<file path="src/rtl/hazard_detect_unit_pkg.sv">
// Shared types and constants for the ID-stage hazard controller.
package hazard_detect_unit_pkg;

    localparam int unsigned REG_AW_DEF = 5;

    typedef enum logic [1:0] {
        ST_RUN   = 2'd0,
        ST_STALL = 2'd1,
        ST_FLUSH = 2'd2
    } hdu_state_e;

    // Select values for the ID/EX control-bubble mux
    localparam logic CTRL_NOP_SEL  = 1'b0;
    localparam logic CTRL_PASS_SEL = 1'b1;

    function automatic int unsigned max_u(input int unsigned a, input int unsigned b);
        return (a > b) ? a : b;
    endfunction

endpackage

</file>
<file path="src/rtl/hazard_detect_unit_compare.sv">
// Combinational load-use match between the EX destination and the ID sources.
module hazard_compare
    import hazard_detect_unit_pkg::*;
#(
    parameter int unsigned REG_AW = REG_AW_DEF
) (
    input  logic [REG_AW-1:0] id_rs1,
    input  logic [REG_AW-1:0] id_rs2,
    input  logic              id_use_rs2,
    input  logic              idex_memread,
    input  logic [REG_AW-1:0] idex_rd,
    output logic              hazard_c
);

    // x0 is hard-wired to zero, so a load targeting it never creates a dependency
    always_comb begin
        hazard_c = idex_memread && (idex_rd != '0) &&
                   ((idex_rd == id_rs1) || (id_use_rs2 && (idex_rd == id_rs2)));
    end

endmodule

</file>
<file path="src/rtl/hazard_detect_unit.sv">
// ID-stage hazard controller: load-use stalls and branch flushes with same-cycle outputs.
// Optional HAZARD_PERF_CNT_EN adds saturating stall/flush cycle counters.
module hazard_detect_unit
    import hazard_detect_unit_pkg::*;
#(
    parameter int unsigned REG_AW       = REG_AW_DEF,
    parameter int unsigned LOAD_STALLS  = 1,
    parameter int unsigned FLUSH_CYCLES = 1
) (
    input  logic              clk,
    input  logic              rst_n,
    input  logic [REG_AW-1:0] id_rs1,
    input  logic [REG_AW-1:0] id_rs2,
    input  logic              id_use_rs2,
    input  logic              idex_memread,
    input  logic [REG_AW-1:0] idex_rd,
    input  logic              branch_taken,
    output logic              stall_signal,
    output logic              pc_write,
    output logic              ifid_write,
    output logic              ifid_flush,
    output logic              idex_flush
`ifdef HAZARD_PERF_CNT_EN
    ,
    output logic [31:0]       stall_count,
    output logic [31:0]       flush_count
`endif
);

    localparam int unsigned CNT_W = $clog2(max_u(LOAD_STALLS, FLUSH_CYCLES)) + 1;
    localparam logic [CNT_W-1:0] LOAD_RELOAD  = CNT_W'((LOAD_STALLS  > 1) ? LOAD_STALLS  - 2 : 0);
    localparam logic [CNT_W-1:0] FLUSH_RELOAD = CNT_W'((FLUSH_CYCLES > 1) ? FLUSH_CYCLES - 2 : 0);

    hdu_state_e       state, state_nxt;
    logic [CNT_W-1:0] cnt, cnt_nxt;
    logic             hazard;

    hazard_compare #(.REG_AW(REG_AW)) u_compare (
        .id_rs1       (id_rs1),
        .id_rs2       (id_rs2),
        .id_use_rs2   (id_use_rs2),
        .idex_memread (idex_memread),
        .idex_rd      (idex_rd),
        .hazard_c     (hazard)
    );

    always_ff @(posedge clk or negedge rst_n) begin
        if (!rst_n) begin
            state <= ST_RUN;
            cnt   <= '0;
        end else begin
            state <= state_nxt;
            cnt   <= cnt_nxt;
        end
    end

    // Next state and same-cycle output decode; branch beats stall continuation beats new hazard
    always_comb begin
        state_nxt    = state;
        cnt_nxt      = cnt;
        stall_signal = CTRL_PASS_SEL;
        pc_write     = 1'b1;
        ifid_write   = 1'b1;
        ifid_flush   = 1'b0;
        idex_flush   = 1'b0;

        case (state)
            ST_RUN, ST_STALL: begin
                if (branch_taken) begin
                    ifid_flush = 1'b1;
                    idex_flush = 1'b1;
                    if (FLUSH_CYCLES > 1) begin
                        state_nxt = ST_FLUSH;
                        cnt_nxt   = FLUSH_RELOAD;
                    end else begin
                        state_nxt = ST_RUN;
                        cnt_nxt   = '0;
                    end
                end else if (state == ST_STALL) begin
                    stall_signal = CTRL_NOP_SEL;
                    pc_write     = 1'b0;
                    ifid_write   = 1'b0;
                    if (cnt == '0) begin
                        state_nxt = ST_RUN;
                    end else begin
                        cnt_nxt = cnt - CNT_W'(1);
                    end
                end else if (hazard) begin
                    stall_signal = CTRL_NOP_SEL;
                    pc_write     = 1'b0;
                    ifid_write   = 1'b0;
                    if (LOAD_STALLS > 1) begin
                        state_nxt = ST_STALL;
                        cnt_nxt   = LOAD_RELOAD;
                    end
                end
            end
            ST_FLUSH: begin
                ifid_flush = 1'b1;
                idex_flush = 1'b1;
                if (cnt == '0) begin
                    state_nxt = ST_RUN;
                end else begin
                    cnt_nxt = cnt - CNT_W'(1);
                end
            end
            default: begin
                state_nxt = ST_RUN;
                cnt_nxt   = '0;
            end
        endcase

        // Outputs follow reset immediately, independent of the ID/EX inputs
        if (!rst_n) begin
            stall_signal = CTRL_PASS_SEL;
            pc_write     = 1'b1;
            ifid_write   = 1'b1;
            ifid_flush   = 1'b0;
            idex_flush   = 1'b0;
        end
    end

`ifdef HAZARD_PERF_CNT_EN
    always_ff @(posedge clk or negedge rst_n) begin
        if (!rst_n) begin
            stall_count <= '0;
            flush_count <= '0;
        end else begin
            if ((stall_signal == CTRL_NOP_SEL) && (stall_count != 32'hFFFF_FFFF)) begin
                stall_count <= stall_count + 32'd1;
            end
            if (ifid_flush && (flush_count != 32'hFFFF_FFFF)) begin
                flush_count <= flush_count + 32'd1;
            end
        end
    end
`endif

endmodule

</file>
<file path="config.mk">
export PLATFORM = sky130hd
export DESIGN_NAME = hazard_detect_unit
export DESIGN_NICKNAME = d
export VERILOG_FILES = /design/src/rtl/hazard_detect_unit_pkg.sv /design/src/rtl/hazard_detect_unit_compare.sv /design/src/rtl/hazard_detect_unit.sv
export SDC_FILE = /design/constraint.sdc
export NUM_CORES = 1
export LEC_CHECK = 0
export ABC_AREA = 1
export CORE_AREA = 3 3 40 42
export DETAILED_ROUTE_END_ITERATION = 16
export DIE_AREA = 0 0 43 45
export SLEW_MARGIN = 15
export SYNTH_ARGS = -nofsm -noshare
export SYNTH_HDL_FRONTEND = slang
export SYNTH_SLANG_ARGS = --single-unit
</file>
<file path="constraint.sdc">
create_clock -name clk -period 0.9 [get_ports clk]
set_input_delay 0.18 -clock clk [delete_from_list [all_inputs] [get_ports clk]]
set_output_delay 0.18 -clock clk [all_outputs]
set_load 0.05 [all_outputs]
</file>
* Word-level counts from Yosys, hierarchy flattened
Index checks and enable logic that the tools add are counted.
Storage, ports and cells: flip-flop bits (word level) 3, word-level logic and storage cells 31, output and inout bits 5
Operators by class: reduce and logical (&&, ||, !) cells 7, mux-type cells 16, equal/unequal tests 5, add/subtract/negate cells 1
Operators with widths (number):
- $eq 5x5->1 | 2
- $mux 1 | 10
- $mux 2 | 3
- $reduce_bool 5->1 | 1
- $pmux 1 s2 | 2
- $pmux 2 s2 | 1
- $logic_and 1x1->1 | 3
- $ne 3x3->1 const B | 1
- $eq 2x1->1 const B | 1
- $eq 2x2->1 const B | 1
- $logic_not 2->1 | 1
- $reduce_or 2->1 | 1
- $logic_or 1x1->1 | 1
- $sub 1x1->1 const B | 1

* Longest topological paths before layout
word-level depth 9, gate-level depth with buffers 8, gate-level depth less buffers 7

* Cells and area by module
From an unflattened synthesis, not the netlist that was laid out.
Unflattened totals: cell total of the unflattened synthesis 59, area, all modules 245.2 um2
Modules (own cells, without submodules):
- hazard_compare | area each 206.4 um2, instances 1, cells an instance 52, sequential area each 0.0 um2
- hazard_detect_unit | area each 38.8 um2, instances 1, cells an instance 7, sequential area each 0.0 um2

* Worst setup path before layout
OpenSTA, ideal clock, no wires.
kind input -> output, from input port id_rs2[1], to output port pc_write, required time 0.720 ns, arrival 1.132 ns, stages 8, path slack -0.412 ns, cell sequence inv_1 -> nand2_1 -> nand2_1 -> nor2_2 -> nand3_1 -> nand2_1 -> nand2_1 -> buf_4
Between the ends: cells in the longest elaborated chain, start to end 9
Ends and longest elaborated chain:
- from (decl) | line hazard_detect_unit.sv:13 | input logic [REG_AW-1:0] id_rs2,
- $eq 5x5->1 | line hazard_detect_unit_compare.sv:18 | ((idex_rd == id_rs1) || (id_use_rs2 && (idex_rd == id_rs2)));
- $logic_and 1x1->1 | line hazard_detect_unit_compare.sv:18
- $logic_or 1x1->1 | line hazard_detect_unit_compare.sv:18
- $logic_and 1x1->1 | line hazard_detect_unit_compare.sv:17 | hazard_c = idex_memread && (idex_rd != '0) &&
- $mux 1 (5 in a row)
- to (decl) | line hazard_detect_unit.sv:19 | output logic pc_write,
Every way passes these cells.

* Worst setup path in the final report
from input port id_rs1[0], to output port stall_signal
Between the ends: cells in the longest elaborated chain, start to end 8
Ends and longest elaborated chain:
- from (decl) | line hazard_detect_unit.sv:12 | input logic [REG_AW-1:0] id_rs1,
- $eq 5x5->1 | line hazard_detect_unit_compare.sv:18
- $logic_or 1x1->1 | line hazard_detect_unit_compare.sv:18
- $logic_and 1x1->1 | line hazard_detect_unit_compare.sv:17
- $mux 1 | line hazard_detect_unit.sv:88 | end else if (hazard) begin
- $mux 1 | line hazard_detect_unit.sv:79 | end else if (state == ST_STALL) begin
- $mux 1 | line hazard_detect_unit.sv:69 | if (branch_taken) begin
- $mux 1 | line hazard_detect_unit.sv:67 | case (state)
- $mux 1 | line hazard_detect_unit.sv:114 | if (!rst_n) begin
- to (decl) | line hazard_detect_unit.sv:18 | output logic stall_signal,
Every way passes these cells.

==> out/summary.md <==
* **remaining global-route overflow** 0
* **final setup vio count** 5
* **setup total negative slack** -637.1 ps
* **vias per cell** 3.878
* **Setup crit end kind** output port
* **portion of the post-synthesis area used by sequential elements** 0
* **Area contributors post-synth** sky130_fd_sc_hd__nand2_1 42%, sky130_fd_sc_hd__inv_1 16%, sky130_fd_sc_hd__buf_4 8.8%, sky130_fd_sc_hd__inv_2 7.3%, sky130_fd_sc_hd__nor2_2 7.3%
* **data arrival time at the worst-slack endpoint** 930 ps
* **post-cts hold buffer count** 0
* **launch point of the worst path** id_rs1[0]
* **pin count of the biggest net entering global routing** 5
* **Initial Util** 0.1996
* **Hold Worst Slack** 807.3 ps
* **Max-cap violations** 0
* **overall fraction of global-route tracks in use** 0.06799
* **number of clock buffer instances in the layout** 0
* **average wire per standard cell** 8.327 microns
* **Syn Area/Cell** 4.275 sq um
* **final worst-path setup slack** -207.5 ps
* **number of antenna repair diodes** 0
* **most frequent cell after synthesis** sky130_fd_sc_hd__nand2_1
* **max-slew violation count** 0
* **number of placement rows** 13
* **via count of the first global-routing pass** 272
* **synthesized netlist cell count** 60
* **leakage power figure** 0.3690 nW
* **setup repair after global routing missed its margin** yes
* **worst-path maximum fanout** 3
* **synthesized area** 256.5 sq um
* **Core Box Area** 1285 sq um
* **area growth from synthesis to final layout** 139.0%
* **violations in the final reports** setup timing
* **maximum ir drop on the vdd rail** 153.2 uV
* **count of boundary I/O pins** 25
* **vias after detailed routing** 380
* **number of unique standard cell types used by synthesis** 9
* **first-pass GRT wire length** 1.083 mm
* **achievable frequency** 903.0 MHz
* **count of sequential standard cells** 0
* **classification of the worst setup path** in2out
* **number of nets in the synthesized netlist** 80
* **CP required** 720 ps
* **flip-flop and latch area** 0 sq um
* **transition at the pin with the smallest max-transition slack** 142.2 ps
* **Min Clock Period, post-route** 1107 ps
* **result of the run** finished with violations
* **class of the tightest hold or removal check** in2out
* **Post-route DRC** 0
* **RePlAce Congestion** 0.6903
* **Die Area** 1935 sq um
* **number of warning messages in the yosys log** 0
* **post-layout net count** 105
* **pre-CTS setup slack** -693.3 ps
* **Final Routed Wirelength** 816 microns
* **vertical extent of the die** 45 microns
* **post-route ant nets** 0
* **floorplan die width** 43 microns
* **most used standard cells in the synthesized netlist** 29 x sky130_fd_sc_hd__nand2_1, 11 x sky130_fd_sc_hd__inv_1, 5 x sky130_fd_sc_hd__inv_2
* **CP endpoint** stall_signal
* **slew margin rel.** 0.9047
* **layout cells sized above 1** 0.5060
* **final-report hold violation count** 0
* **Port-buffer cells** 24
* **antenna violations before repair** 0
* **Power Dens Cells** 421.8 nW/um^2
* **drt pass-1 iters** 2
* **fraction of the core area covered by cells at the end of the flow** 0.4771
* **period utilization** 1.231
* **type of origin of the critical path** input port
* **portion of synthesized cell area occupied by the leading cell type** 0.4244
* **most area-hungry cell type in the Yosys netlist** sky130_fd_sc_hd__nand2_1
* **starting DRC count in detailed routing** 4
* **post-detailed-placement half-perimeter wirelength** 651 microns
## layout make-up
class,instances,area (sq um)
fillers,140,671.9
repair buffers,26,302.8
multi-input cells,41,220.2
inverters,16,71.32
well taps,15,18.77
## metrics by stage
stage	cells	area, sq um	power, mW
after detailed placement	98	585.6	0.2448
after global placement	98	585.6	0.2434
after global routing	98	613.1	0.2795
after floorplan	60	299.0	0.1085
after CTS	98	580.6	0.2436
final	98	613.1	0.2586
## metal layers
metal | vias to the layer above | routed length [microns] | global-route usage | share of wire
met3 | 0 | 67 | 0.003984 | 0.082
li1 | 214 | - | - | -
met1 | 153 | 338 | 0.1119 | 0.41
met5 | - | 0 | 0 | 0
met2 | 13 | 410 | 0.1018 | 0.50
met4 | 0 | 0 | 0 | 0
## cells by family (layout without fill, tap and decap cells)
logic type	after synthesis	count (layout)	share of synthesized area
AND/OR/NAND/NOR	40	40	0.6439
buffers and inverters	19	42	0.3220
XOR/XNOR	1	1	0.03415
## how the worst min path moves through the flow
| stage | start | to | depth (start not counted) |
|---|---|---|---|
| global placement | idex_memread | pc_write | 5 |
| detailed placement | idex_memread | ifid_write | 5 |
| floorplan | branch_taken | idex_flush | 2 |
| finish | branch_taken | ifid_flush | 5 |
| CTS | branch_taken | ifid_flush | 5 |
| global route | branch_taken | ifid_flush | 5 |
## worst max-delay path: stages
cell,delay (ps)
sky130_fd_sc_hd__buf_2,90
sky130_fd_sc_hd__inv_1,40
sky130_fd_sc_hd__nand2_1,60
sky130_fd_sc_hd__nand2_1,50
sky130_fd_sc_hd__nor2_1,110
sky130_fd_sc_hd__nand3_1,90
sky130_fd_sc_hd__nand2_2,80
sky130_fd_sc_hd__nand2_4,80
sky130_fd_sc_hd__buf_12,150
## power by group
group	total, mW	internal [mW]	switching, mW
Sequential	0	0	0
Clock	0	0	0
Combinational	0.259	0.139	0.119
## placed cells by master (no fill, tap or decap), drive strengths merged
master	netlist	layout
xnor2	1	1
nor2	7	7
nand4	2	2
inv	16	15
clkdlybuf4s15	0	1
buf	3	24
nand2	29	29
dlygate4sd2	0	1
clkinvlp	0	1
nand3	2	2
## repair_timing
action,in CTS,in global routing
pin swaps,26,15
endpoints found under the setup margin,5,5
buffers inserted,0,0
resized for setup,87,10
(Power assumes the default switching activity.)
